`config.mk`:
```
export PLATFORM = sky130hd
export DESIGN_NAME = interconnect_matrix
export DESIGN_NICKNAME = d
export VERILOG_FILES = /design/src/rtl/interconnect_matrix.sv
export SDC_FILE = /design/constraint.sdc
export NUM_CORES = 1
export LEC_CHECK = 0
export BUFFER_PORTS_ARGS = -buffer_cell sky130_fd_sc_hd__buf_2
export CAP_MARGIN = 40
export CELL_PAD_IN_SITES_DETAIL_PLACEMENT = 0
export CELL_PAD_IN_SITES_GLOBAL_PLACEMENT = 1
export CORE_MARGIN = 5
export CORE_UTILIZATION = 45
export CTS_BUF_LIST = sky130_fd_sc_hd__clkbuf_8
export DETAILED_ROUTE_END_ITERATION = 12
export GPL_TIMING_DRIVEN = 1
export PLACE_DENSITY = 0.82
export REMOVE_ABC_BUFFERS = 1
export SYNTH_ARGS = -nofsm -noshare
export SYNTH_HDL_FRONTEND = slang
export SYNTH_SLANG_ARGS = --single-unit
```
`constraint.sdc`:
```
create_clock -name clk_i -period 2.15 [get_ports clk_i]
set_input_delay 0.1075 -clock clk_i [delete_from_list [all_inputs] [get_ports clk_i]]
set_output_delay 0.1075 -clock clk_i [all_outputs]
set_load 0.02 [all_outputs]
```
`src/rtl/interconnect_matrix.sv`:
```
// interconnect_matrix: serially configured NUM_SRC-to-NUM_OUT routing matrix feeding the registered LUT inputs of one CLB
module interconnect_matrix #(
  parameter int NUM_SRC = 40,
  parameter int NUM_OUT = 4,
  parameter int SEL_W   = 6
) (
  input  logic               clk_i,
  input  logic               rst_b_i,
  input  logic               cfg_start_i,
  input  logic               cfg_valid_i,
  input  logic               cfg_bit_i,
  output logic               cfg_ready_o,
  output logic               cfg_done_o,
  output logic               cfg_err_o,
  input  logic               route_en_i,
  input  logic [NUM_SRC-1:0] src_in_i,
  output logic [NUM_OUT-1:0] lut_inp_o
);
  localparam int TOT_W = NUM_OUT * SEL_W;
  localparam int CW    = $clog2(TOT_W + 1);
  typedef enum logic [1:0] {IDLE, LOAD, COMMIT, RUN} state_t;
  state_t             state_q, state_d;
  logic [TOT_W-1:0]   shadow_q, shadow_d, active_q, active_d;
  logic [CW-1:0]      cnt_q, cnt_d;
  logic               loaded_q, loaded_d, err_q, err_d;
  logic [NUM_OUT-1:0] lut_q, lut_d;
  logic               start_ok, shift, last, commit, bad;
  function automatic logic pick(input logic [SEL_W-1:0] s, input logic [NUM_SRC-1:0] v);
    pick = 1'b0;
    for (int j = 0; j < NUM_SRC; j++)
      if (int'(s) == j) pick = v[j];
  endfunction
  assign start_ok = cfg_start_i && state_q != COMMIT;
  assign shift    = state_q == LOAD && cfg_valid_i && !cfg_start_i;
  assign last     = shift && cnt_q == CW'(TOT_W - 1);
  assign commit   = state_q == COMMIT;
  always_comb begin
    bad = 1'b0;
    for (int k = 0; k < NUM_OUT; k++)
      bad = bad | (int'(shadow_q[k*SEL_W +: SEL_W]) >= NUM_SRC);
  end
  always_comb begin
    state_d  = start_ok ? LOAD : last ? COMMIT : commit ? RUN : state_q;
    shadow_d = shift ? {shadow_q[TOT_W-2:0], cfg_bit_i} : shadow_q;
    cnt_d    = (start_ok || commit) ? '0 : shift ? cnt_q + 1'b1 : cnt_q;
    active_d = commit ? shadow_q : active_q;
    loaded_d = loaded_q | commit;
    err_d    = start_ok ? 1'b0 : err_q | (commit & bad);
  end
  // Outputs keep following the old active config until the commit edge.
  always_comb begin
    lut_d = lut_q;
    for (int k = 0; k < NUM_OUT; k++)
      lut_d[k] = !loaded_q ? 1'b0 : !route_en_i ? lut_q[k] : pick(active_q[k*SEL_W +: SEL_W], src_in_i);
  end
  always_ff @(posedge clk_i) begin
    if (!rst_b_i) begin
      state_q  <= IDLE;
      shadow_q <= '0;
      active_q <= '0;
      cnt_q    <= '0;
      loaded_q <= 1'b0;
      err_q    <= 1'b0;
      lut_q    <= '0;
    end else begin
      state_q  <= state_d;
      shadow_q <= shadow_d;
      active_q <= active_d;
      cnt_q    <= cnt_d;
      loaded_q <= loaded_d;
      err_q    <= err_d;
      lut_q    <= lut_d;
    end
  end
  assign cfg_ready_o = state_q == LOAD;
  assign cfg_done_o  = commit;
  assign cfg_err_o   = err_q;
  assign lut_inp_o   = lut_q;
endmodule

```
==> flow_summary.toml <==
[timing]
worst_pin_slew_ns = 0.6163
fin_crit_ns = 1.996
slew_violations = 0
setup_ws_ns = 0.1537
finalHoldViolCount = 0
setup_violations = 0
fmaxAchievable_ghz = 0.5009
rsz0062_at_grt = "no"
clock_skew_ns = 0.01263
period_share_pct = 92.85
tns_ns = 0
slew_headroom_pct = 58.86
fin_hold_ws_ns = 0.03371

[detailed_routing]
wl_met1_um = 7334
top_layer_used = "met4"
first_pass_iters = 6
drt-total-wl_um = 16740
drc_errors = 0
num_vias = 5288
routedWlPerCell_um = 19.86
wl_met2_um = 7202
wl_met3_um = 1601
ant_nets = 0
drtIter0Drc = 665
vias_per_cell = 6.273

[setup_path]
crit_fanout = 14
critPathMaxStageDelay_ns = 0.47
critPathRequiredTime_ns = 2.39
path_delay_family = "simple AND/OR/NAND/NOR gates"
critPathCaptureType = "flop"
crit_chain = "or3_1, mux4_2, a221oi_2, o2111ai_1, nand4_1, nand2_1"
critical_path_class = "reg -> reg"
cp.arrival_ns = 2.24
cpMaxStageDelayCell = "mux4_2"
path_buf_inv = 0
critPathLaunchType = "flop"

[clocking]
h-tree-depth = 3
post_cts.repair.setup_buffers = 0
clock-sinks = 61
clk_pin_slew_ns = 0.08
ctsResizeCount = 0
hold_buffers = 0
cts_made_buffers = 9
clk_latency_ns = 0.34
clockBufferDepth = 2
cts-root-buf = "clkbuf_8"
cts_tree = "built"

[synth]
synth_top_area_cell = "dfxtp_1"
synth_edf_count = 0
synth-seq-cells = 61
yosysWarnings = 0
synth-seq-area-share_pct = 24.68
syn_area_per_cell_sq_um = 7.462
synth_cell_types = 81
async_flop_share_pct = 0
synth_top_area_share_pct = 24.68
synth_ff_type = "dfxtp_1"
synthCells = 663
netlist_top_cells_area = "dfxtp_1 25%, nand2_1 9.3%, mux2i_1 5.1%"
yosysMostFrequentCell = "nand2_1"
synthTopCellsByCount = "122 x nand2_1, 61 x dfxtp_1, 32 x a21boi_0"
synth_area_sq_um = 4947

[status]
status = "finished, final reports clean"

[finish]
drive_gt1_share_pct = 16.50
syn2layout_area_growth_pct = 12.80
fin_cells = 843
fill_cells = 1089
nets = 746
n_antenna_cell = 0

[global_routing]
grt_pass1_vias = 4938
grt.total_usage_pct = 25.83
grt_max_degree = 55
antenna_found_initial = 0
grt-ovfl-total = 0
grt_pass1_wl_um = 26700

[placed_design]
port_buffers = 52
dp.cells = 828
place_congestion = 1.061
dp_hpwl_um = 12210
place_ws_ns = 0.2084

[run]
max_cap_violations = 0

[power_and_ir_drop]
leakagePower_nw = 1.829
powerDensity_nw_per_um2 = 451.0
peakVddDrop_mv = 0.4602

[die]
die_area_sq_um = 13190
num_rows = 38
dieHeight_um = 114.9
coreArea_sq_um = 10790
die-width_um = 114.9
initial_utilization_pct = 45.84
boundaryPins = 53

[min_path]
hp-class = "in -> reg"
==> sequential cells by signal, indices dropped and copies added (netlist names) <==
name / flops
shadow_q: 24
loaded_q: 1
cnt_q: 5
state_q: 2
cfg_err_o: 1
active_q: 24
lut_inp_o: 4
==> metal layers <==
metal	global-route usage, %	vias to the layer above
li1	-	2515
met1	36.46	2458
met2	39.12	273
met3	4.474	42
met4	10.17	0
met5	0	-
==> placed cells by master, fill, tap and decap left out, types with 3 or more instances in the layout <==
cell       instances
a2111oi_0          4
a211oi_1          10
a21boi_0          32
a21boi_1          18
a21oi_1           30
a2bb2oi_1          4
a31oi_1            7
a32oi_1            4
buf_2             52
buf_4             27
clkbuf_8          10
dfxtp_1           61
inv_1             13
mux2_2             4
mux2i_1           25
mux4_2             6
nand2_1          122
nand2b_1          30
nand3_1            7
nand3b_1           9
nand4_1            7
nor2_1            30
nor2b_1           14
nor3_1            19
nor3b_1            7
nor4_1             6
nor4b_1            6
nor4bb_1           4
o211ai_1           3
o21ai_0           31
o221ai_1           5
o22ai_1            7
o31ai_1            7
o32a_1             3
o32ai_1            4
or3_1              7
or3b_1             3
xor2_1             4
==> worst min-delay path: stages <==
cell,delay [ns]
buf_2,0.10
nand2_1,0.05
a21boi_0,0.06
==> kinds of logic (layout without fill, tap and decap cells) <==
kind of cell               count (synthesis)  in the layout  synth area share, %
adders and majority gates                  1              1               0.2529
AOI/OAI and AO/OA                        204            204                29.51
buffers and inverters                     71            111                6.373
and+or+nand+nor                          287            287                29.77
muxes                                     35             35                8.700
DFF                                       61             61                24.68
xor gates and xnor gates                   4              4               0.7081
==> power breakdown <==
group | switching, mW | leakage [nW] | total (mW) | internal [mW]
clock network | 0.448 | 0.110 | 1.12 | 0.672
logic | 0.170 | 1.23 | 0.263 | 0.0932
registers | 0.00180 | 0.491 | 1.13 | 1.13
==> through the flow <==
| stage | cell area, sq um | power [mW] | utilization [%] |
|---|---|---|---|
| final | 5580 | 2.517 | 51.70 |
| after detailed placement | 5366 | 1.414 | 49.72 |
| after global placement | 5366 | 1.413 | 49.72 |
| after global routing | 5580 | 2.612 | 51.70 |
| after floorplan | 4688 | 1.257 | - |
| after CTS | 5580 | 2.544 | 51.70 |
==> final cells by class <==
cell class                      count  area, sq um  area share [%]
Clock inverter                      5        76.32           1.368
Clock buffer                       10        137.6           2.466
Inverter                           15        56.30           1.009
Sequential cell                    61         1221           21.88
Tap cell                          140        175.2           3.139
Multi-Input combinational cell    531         3411           61.12
Timing Repair Buffer               81        503.0           9.013
==> final timing paths <==
kind / start / to / slack [ns] / cells after the start
worst min-delay path: cfg_bit_i / shadow_q[0]$_SDFFE_PN0P_ / 0.03 / 3
worst min register to register: shadow_q[19]$_SDFFE_PN0P_ / shadow_q[20]$_SDFFE_PN0P_ / 0.46 / 2
worst max register to register: active_q[11]$_SDFFE_PN0P_ / lut_inp_o[1]$_SDFFE_PN0P_ / 0.15 / 6
worst max-delay path: active_q[11]$_SDFFE_PN0P_ / lut_inp_o[1]$_SDFFE_PN0P_ / 0.15 / 6
Power figures use the tool's default switching activity.
